--- src/rtl/bit_serializer.sv ---
// Parallel-to-serial front end with a one-word pending buffer, feeding the sequence detector's x input.
// Define BIT_SERIALIZER_PARITY_EN to append an even-parity bit after each word.
module bit_serializer #(
  parameter int WIDTH      = 8,
  parameter bit MSB_FIRST  = 1'b1,
  parameter int GAP_CYCLES = 0
) (
  input  logic             clk,
  input  logic             rst,
  input  logic [WIDTH-1:0] din,
  input  logic             din_valid,
  output logic             din_ready,
  output logic             x,
  output logic             x_valid,
  output logic             frame_start,
  output logic             byte_done,
  output logic             busy
);

  localparam int BW = $clog2(WIDTH + 1);

`ifdef BIT_SERIALIZER_PARITY_EN
  typedef enum logic [1:0] {IDLE, SHIFT, PAR, GAP} state_t;
`else
  typedef enum logic [1:0] {IDLE, SHIFT, GAP} state_t;
`endif

  state_t           state_q, state_d;
  logic [WIDTH-1:0] pend_q, pend_d;
  logic             pend_full_q, pend_full_d;
  logic [WIDTH-1:0] sreg_q, sreg_d;
  logic [BW-1:0]    bcnt_q, bcnt_d;
  logic [3:0]       gcnt_q, gcnt_d;
  logic             x_q, x_d;
  logic             x_valid_q, x_valid_d;
  logic             frame_start_q, frame_start_d;
  logic             byte_done_q, byte_done_d;
`ifdef BIT_SERIALIZER_PARITY_EN
  logic             par_q, par_d;
`endif

  logic             cur_bit;
  logic [WIDTH-1:0] sreg_shifted;
  logic             last_bit;
  logic             word_end;
  logic             load;

  assign cur_bit      = MSB_FIRST ? sreg_q[WIDTH-1] : sreg_q[0];
  assign sreg_shifted = MSB_FIRST ? {sreg_q[WIDTH-2:0], 1'b0} : {1'b0, sreg_q[WIDTH-1:1]};
  assign last_bit     = (bcnt_q == BW'(WIDTH - 1));

  always_comb begin
    state_d       = state_q;
    pend_d        = pend_q;
    pend_full_d   = pend_full_q;
    sreg_d        = sreg_q;
    bcnt_d        = bcnt_q;
    gcnt_d        = gcnt_q;
    x_d           = 1'b0;
    x_valid_d     = 1'b0;
    frame_start_d = 1'b0;
    byte_done_d   = 1'b0;
`ifdef BIT_SERIALIZER_PARITY_EN
    par_d         = par_q;
`endif
    word_end      = 1'b0;
    load          = 1'b0;

    // Accept and drain are exclusive: accept needs pend empty, drain needs it full.
    if (din_valid && !pend_full_q) begin
      pend_d      = din;
      pend_full_d = 1'b1;
    end

    case (state_q)
      IDLE: begin
        if (pend_full_q) load = 1'b1;
      end
      SHIFT: begin
        x_d           = cur_bit;
        x_valid_d     = 1'b1;
        frame_start_d = (bcnt_q == '0);
        sreg_d        = sreg_shifted;
        bcnt_d        = bcnt_q + BW'(1);
`ifdef BIT_SERIALIZER_PARITY_EN
        par_d         = par_q ^ cur_bit;
        if (last_bit) state_d = PAR;
`else
        if (last_bit) begin
          byte_done_d = 1'b1;
          word_end    = 1'b1;
        end
`endif
      end
`ifdef BIT_SERIALIZER_PARITY_EN
      PAR: begin
        x_d         = par_q;
        x_valid_d   = 1'b1;
        byte_done_d = 1'b1;
        word_end    = 1'b1;
      end
`endif
      GAP: begin
        gcnt_d = gcnt_q + 4'd1;
        if (gcnt_q == 4'(GAP_CYCLES - 1)) begin
          if (pend_full_q) load = 1'b1;
          else             state_d = IDLE;
        end
      end
      default: state_d = IDLE;
    endcase

    // Reloading straight from the last bit keeps back-to-back words gapless.
    if (word_end) begin
      if (GAP_CYCLES > 0) begin
        state_d = GAP;
        gcnt_d  = 4'd0;
      end else if (pend_full_q) begin
        load = 1'b1;
      end else begin
        state_d = IDLE;
      end
    end

    if (load) begin
      sreg_d      = pend_q;
      pend_full_d = 1'b0;
      bcnt_d      = '0;
      state_d     = SHIFT;
`ifdef BIT_SERIALIZER_PARITY_EN
      par_d       = 1'b0;
`endif
    end
  end

  always_ff @(posedge clk) begin
    if (!rst) begin
      state_q       <= IDLE;
      pend_q        <= '0;
      pend_full_q   <= 1'b0;
      sreg_q        <= '0;
      bcnt_q        <= '0;
      gcnt_q        <= '0;
      x_q           <= 1'b0;
      x_valid_q     <= 1'b0;
      frame_start_q <= 1'b0;
      byte_done_q   <= 1'b0;
`ifdef BIT_SERIALIZER_PARITY_EN
      par_q         <= 1'b0;
`endif
    end else begin
      state_q       <= state_d;
      pend_q        <= pend_d;
      pend_full_q   <= pend_full_d;
      sreg_q        <= sreg_d;
      bcnt_q        <= bcnt_d;
      gcnt_q        <= gcnt_d;
      x_q           <= x_d;
      x_valid_q     <= x_valid_d;
      frame_start_q <= frame_start_d;
      byte_done_q   <= byte_done_d;
`ifdef BIT_SERIALIZER_PARITY_EN
      par_q         <= par_d;
`endif
    end
  end

  assign din_ready   = ~pend_full_q;
  assign x           = x_q;
  assign x_valid     = x_valid_q;
  assign frame_start = frame_start_q;
  assign byte_done   = byte_done_q;
  assign busy        = (state_q != IDLE) || pend_full_q;

endmodule

--- config.mk ---
export PLATFORM = sky130hd
export DESIGN_NAME = bit_serializer
export DESIGN_NICKNAME = d
export VERILOG_FILES = /design/src/rtl/bit_serializer.sv
export SDC_FILE = /design/constraint.sdc
export NUM_CORES = 1
export LEC_CHECK = 0
export ABC_AREA = 1
export CAP_MARGIN = 20
export CORE_ASPECT_RATIO = 0.7
export CORE_MARGIN = 2
export CORE_UTILIZATION = 40
export CTS_CLUSTER_DIAMETER = 80
export DETAILED_ROUTE_END_ITERATION = 16
export DONT_BUFFER_PORTS = 1
export PLACE_DENSITY = 0.65
export SKIP_LAST_GASP = 1
export SLEW_MARGIN = 15
export SYNTH_ARGS = -nofsm -noshare
export SYNTH_HDL_FRONTEND = slang
export SYNTH_SLANG_ARGS = --single-unit
--- constraint.sdc ---
create_clock -name clk -period 1.9 [get_ports clk]
set_clock_uncertainty 0.15 [all_clocks]
set_input_delay 0.19 -clock clk [delete_from_list [all_inputs] [get_ports clk]]
set_output_delay 0.19 -clock clk [all_outputs]
set_load 0.03 [all_outputs]
==> results.cfg, run 1 <==
[setup_path]
worst_ep_required_time_ns = 1.96
worst-setup-path-type = register to register
critical_path.top_delay_family = simple AND/OR/NAND/NOR gates
slowest_cell_on_the_critical_path = dfxtp_1
bufs_and_invs_on_worst_path = 0
worst_setup_path_end_kind = register
cp_slowest_stage_delay_ns = 0.33
critPathArrivalTime_ns = 1.72
timing.reg2reg.setup_slack_ns = 0.24
worstSetupStartpointType = register
biggest_fanout_along_the_worst_timing_path = 17
critical_path.most_common_cell = nand2_1
chain_of_cells_forming_the_critical_path = ha_1 -> nand3_1 -> nand2_1 -> nand2_1 -> nand2_4 -> nand2_4 -> nand2_1 -> a21oi_1

[timing]
number_of_hold_slack_violations_in_the_final_timing_report = 0
fmax_mhz = 601
setup_slack_ns = 0.236
max-slew-margin-rel = 0.745
hold_ws_ns = 0.0131
finalCriticalPeriod_ns = 1.66
setup_viol = 0
final_min_period_over_clock_period = 0.876
fin_tns_setup_ns = 0
finalMaxSlewViolations = 0
worst_slew_pin_slew_ns = 0.382
unrepaired_setup_endpoints_after_global_routing = no

[global_routing]
initial_antenna_violation_count = 0
number_of_global_route_vias_before_repair = 991
grt_first_pass_wirelength_um = 4280
groute.usage.overall = 0.149
maximum_number_of_pins_on_one_net_before_global_route_repair = 18
gr-total-overflow = 0

[synthesis]
synth_cell_type_count = 21
yosys.area_share.adder = 0.0276
yosys_warnings = 0
fraction_of_synthesized_area_in_multiplexers = 0
syn-instance-count = 173
synth_xor_xnor_area_share = 0.0194
post_synth_instance_area_um2 = 1360
synth_sequential_area_ratio = 0.457
yosys.area_share.simple = 0.263
synthDominantAreaCellType = dfxtp_1
syn-mean-instance-area_um2 = 7.85
yosys-top-cells-area = dfxtp_1 (46%), nand2_1 (8.6%), a21oi_1 (7.4%)
synth_fp_nets = 187
synth-compound-area-share = 0.121
post-synth-top-area-fraction = 0.457
combinational_family_with_the_most_area_after_synthesis = simple AND/OR/NAND/NOR gates
ys_ff_latch = 31

[routing]
maxUsedRoutingLayer = met4
vias = 1112
wl_met1_um = 1220
route.antenna.remaining_nets = 0
routed_met3_length_um = 165
totalWireLength_um = 2570
firstDrtPassIters = 5
route.detailed.vias_per_inst = 4.94
detail_route.drc_violations = 0
met2WireLength_um = 1150
dr.first_iter.drc_count = 56
route.detailed.wl_per_inst_um = 11.4

[clock_tree]
buffer_depth_of_the_longest_clock_path = 2
clkSlewWorstSetupHoldPaths_ns = 0.06
cts_num_sinks = 31
cts.root.buffer_cell = clkbuf_8
post-cts-setup-buffers = 0
cts_tree = built
cts_made_buffers = 5
worstSkewPairLatency_ns = 0.28
cts_htree_levels = 2

[layout]
final_core_utilization = 0.487
areaGrowthSynthToFinish_pct = 14.6
finalInstanceArea_um2 = 1560
num-fill-cells = 306
num-nets-final = 200
sequential_cell_area_um2 = 621
insertedDiodeCount = 0
drive_above_1_share = 0.112
multiInputGateArea_um2 = 584

[placement]
dpl.hpwl_um = 1780
routabilityCongestion = 0.810
detailedPlace.worstSlack_ns = 0.247
post_dp_cell_area_um2 = 1370
portBuffers = 0

[power]
vdd_ir_drop_max_uv = 547
static-leakage-power_nw = 0.644
power.density_nw_per_um2 = 937

[floorplanning]
core.rowCount = 17
die-height_um = 52.7
design.portCount = 17
die_outline_area_um2 = 3880
initial_core_util = 0.425
design.core.area_um2 = 3190
die_w_um = 73.6

[flow_run]
drv.max_cap_violation_count = 0

[run_status]
status = finished clean

[hold_path]
worstHoldPathType = input pin to register
==> final cells by class <==
cell class | instances | area share
Clock buffer | 8 | 0.0644
Timing Repair Buffer | 13 | 0.0772
Tap cell | 38 | 0.0306
Inverter | 22 | 0.0531
Sequential cell | 31 | 0.399
Multi-Input combinational cell | 113 | 0.376
==> what timing repair did <==
item                      CTS  global route
resized for setup           0             0
hold endpoints to repair   13             0
hold buffers                9             0
==> through the flow <==
step	power, mW	std cells
detailed placement	0.897	208
global placement	0.889	208
global route	1.54	225
floorplan	0.876	173
finish	1.46	225
CTS	1.48	225
==> sequential cells by signal, indices dropped and copies added, names as in the netlist <==
register     count
x                1
x_valid          1
state_q          2
byte_done        1
gcnt_q           4
pend_full_q      1
frame_start      1
pend_q           8
sreg_q           8
bcnt_q           4
==> synthesized netlist by cell type <==
library cell / number
dfxtp_1: 31
nand2_1: 31
inv_1: 21
a21oi_1: 20
nand3_1: 20
nor2_1: 14
o21ai_0: 11
buf_6: 3
ha_1: 3
nand2_2: 3
nand2_4: 3
clkbuf_8: 2
nor2_4: 2
xor2_1: 2
a21oi_2: 1
buf_2: 1
clkbuf_1: 1
inv_2: 1
nand4_1: 1
nor4_1: 1
xnor2_1: 1
==> cells by family (layout without fill, tap and decap cells) <==
family | count (synthesis) | count (layout)
adders and majority gates | 3 | 3
and+or+nand+nor | 75 | 75
DFF | 31 | 31
xor gates and xnor gates | 3 | 3
AOI/OAI and AO/OA | 32 | 32
buffers and inverters | 29 | 43
==> layout by cell type, fill, tap and decap left out, types with 2 or more instances in the layout <==
cell type       n
dlygate4sd3_1   9
clkbuf_8        7
buf_4           4
nor2_1         14
o21ai_0        11
xor2_1          2
nand2_1        31
nand3_1        20
nand2_4         3
nor2_4          2
a21oi_1        20
inv_1          21
ha_1            3
nand2_2         3
dfxtp_1        31
==> power breakdown <==
| group | total (mW) | switching (mW) | internal, mW |
|---|---|---|---|
| clock | 0.558 | 0.228 | 0.330 |
| combinational | 0.185 | 0.118 | 0.0671 |
| sequential | 0.714 | 0.0237 | 0.690 |
| total | 1.46 | 0.370 | 1.09 |
==> path summary, 6_finish.rpt <==
| path | start | endpoint | cells after the start |
|---|---|---|---|
| setup / recovery | gcnt_q[0] | pend_full_q | 8 |
| hold / removal | din[7] | pend_q[7] | 2 |
| setup reg to reg | gcnt_q[0] | pend_full_q | 8 |
| hold reg to reg | sreg_q[7] | x | 2 |
==> worst register-to-register path, cell delays in order, from the launching register on <==
cell	delay (ns)
dfxtp_1	0.33
ha_1	0.24
nand3_1	0.11
nand2_1	0.06
nand2_1	0.10
nand2_4	0.10
nand2_4	0.18
nand2_1	0.18
a21oi_1	0.16
==> layer usage <==
layer | GRT usage | vias to the layer above
li1 | - | 579
met1 | 0.182 | 497
met2 | 0.235 | 32
met3 | 0.0481 | 4
met4 | 0.0727 | 0
met5 | 0 | -
No activity file was read; power rests on OpenSTA's default activity.
==> inputs of run 2 (changes only) <==
==> constraint.sdc (replaced) <==
create_clock -name clk -period 1.9 [get_ports clk]
set_clock_uncertainty 0.15 [all_clocks]
set_input_delay 0.38 -clock clk [delete_from_list [all_inputs] [get_ports clk]]
set_output_delay 0.38 -clock clk [all_outputs]
set_load 0.03 [all_outputs]
==> results.cfg, run 2 (same netlist as run 1, synthesis figures left out) <==
[setup_path]
chain_of_cells_forming_the_critical_path = ha_1 -> nand2_2 -> nor2_4 -> nand2_2 -> nand2_4 -> nand2_4 -> nand2_1 -> nor2_1
worst-setup-path-type = register to register
critPathArrivalTime_ns = 1.70
biggest_fanout_along_the_worst_timing_path = 17
worst_setup_path_end_kind = register
worstSetupStartpointType = register
crit_path_start = bcnt_q[0]
cp_slowest_stage_delay_ns = 0.40
r2r-start = bcnt_q[0]
worst_ep_required_time_ns = 1.93
slowest_cell_on_the_critical_path = dfxtp_1
critical_path.top_delay_family = simple AND/OR/NAND/NOR gates
bufs_and_invs_on_worst_path = 0

[floorplanning]
die-height_um = 52.7
initial_core_util = 0.425
die_outline_area_um2 = 3880
die_w_um = 73.6
core.rowCount = 17
design.portCount = 17
design.core.area_um2 = 3190

[clock_tree]
cts_hold_buffers = 0
cts_tree = built
cts_num_sinks = 31
cts_repair_resize_count = 0
clkSlewWorstSetupHoldPaths_ns = 0.07
cts_htree_levels = 2
cts.root.buffer_cell = clkbuf_8
cts_made_buffers = 5
worstSkewPairLatency_ns = 0.29
post-cts-setup-buffers = 0
buffer_depth_of_the_longest_clock_path = 2

[hold_path]
min-delay-start = rst
worstHoldPathType = input pin to register

[power]
vdd_ir_drop_max_uv = 418
power.density_nw_per_um2 = 991
static-leakage-power_nw = 0.607

[timing]
final_min_period_over_clock_period = 0.882
finalMaxSlewViolations = 0
number_of_hold_slack_violations_in_the_final_timing_report = 0
worst_slew_pin_slew_ns = 0.377
fmax_mhz = 597
finalCriticalPeriod_ns = 1.68
fin_tns_setup_ns = 0
setup_viol = 0
max-slew-margin-rel = 0.748
unrepaired_setup_endpoints_after_global_routing = no

[layout]
num-nets-final = 191
num-fill-cells = 318
drive_above_1_share = 0.118
largest_registers = pend_q: 8 flops, sreg_q: 8 flops
insertedDiodeCount = 0
final_cell_count_no_fill = 216
finalInstanceArea_um2 = 1470
areaGrowthSynthToFinish_pct = 7.93
most-common-layout-cells = nand2_1 (31), dfxtp_1 (31), inv_1 (21), nand3_1 (20), a21oi_1 (20)

[global_routing]
groute.usage.overall = 0.160
number_of_global_route_vias_before_repair = 1015
met3_usage = 0.0904
maximum_number_of_pins_on_one_net_before_global_route_repair = 18
gr-total-overflow = 0
initial_antenna_violation_count = 0
groute.layer.met1.usage = 0.186
met2_usage = 0.237
grt_first_pass_wirelength_um = 4430
busiest_layer = met2

[routing]
totalWireLength_um = 2570
firstDrtPassIters = 4
route.detailed.vias_per_inst = 5.05
route.antenna.remaining_nets = 0
detail_route.drc_violations = 0
dr.first_iter.drc_count = 37
vias = 1091
route.detailed.wl_per_inst_um = 11.9

[placement]
routabilityCongestion = 0.751
post_dp_cell_area_um2 = 1370
portBuffers = 0
placedCellCount = 208
dpl.hpwl_um = 1900

[flow_run]
drv.max_cap_violation_count = 0

[run_status]
status = finished clean
run 2: where the power goes:
part / internal (mW) / total, mW / switching [mW]
clock network: 0.330 / 0.569 / 0.239
registers: 0.690 / 0.714 / 0.0243
logic: 0.0551 / 0.168 / 0.113
total: 1.08 / 1.45 / 0.377
run 2: worst reg2reg max path: stages (launching register included):
cell and delay [ns]:
dfxtp_1 0.40, ha_1 0.21, nand2_2 0.07, nor2_4 0.10
nand2_2 0.08, nand2_4 0.13, nand2_4 0.14, nand2_1 0.21
nor2_1 0.07
run 2: final timing paths:
path,end,slack (ns),depth (start not counted)
max,bcnt_q[3],0.22,8
min,gcnt_q[2],0.06,2
max reg2reg,bcnt_q[3],0.22,8
min reg2reg,x,0.27,2
run 2: area by class of cell:
cell class / count / area (µm²) / share of cell area
clock buffers: 8 / 100 / 0.0683
inverters: 22 / 82.6 / 0.0564
multi-input cells: 113 / 584 / 0.399
flip-flops and latches: 31 / 621 / 0.424
well taps: 38 / 47.5 / 0.0325
repair buffers: 4 / 30.0 / 0.0205
run 2: layer usage:
layer	routed length [µm]	part of all wire	vias up
met5	0	0	-
met4	64	0.025	0
met3	172	0.067	8
met2	1160	0.45	23
met1	1170	0.46	500
li1	-	-	560
run 2: metrics by stage:
step	worst slack [ns]	total power, mW	hold slack (ns)	utilization
global route	0.0733	1.53	0.0521	0.459
floorplan	0.330	0.876	0.259	-
detailed placement	0.235	0.899	0.270	0.428
finish	0.224	1.45	0.0635	0.459
CTS	0.232	1.48	0.0476	0.459
global placement	0.336	0.890	0.277	0.428
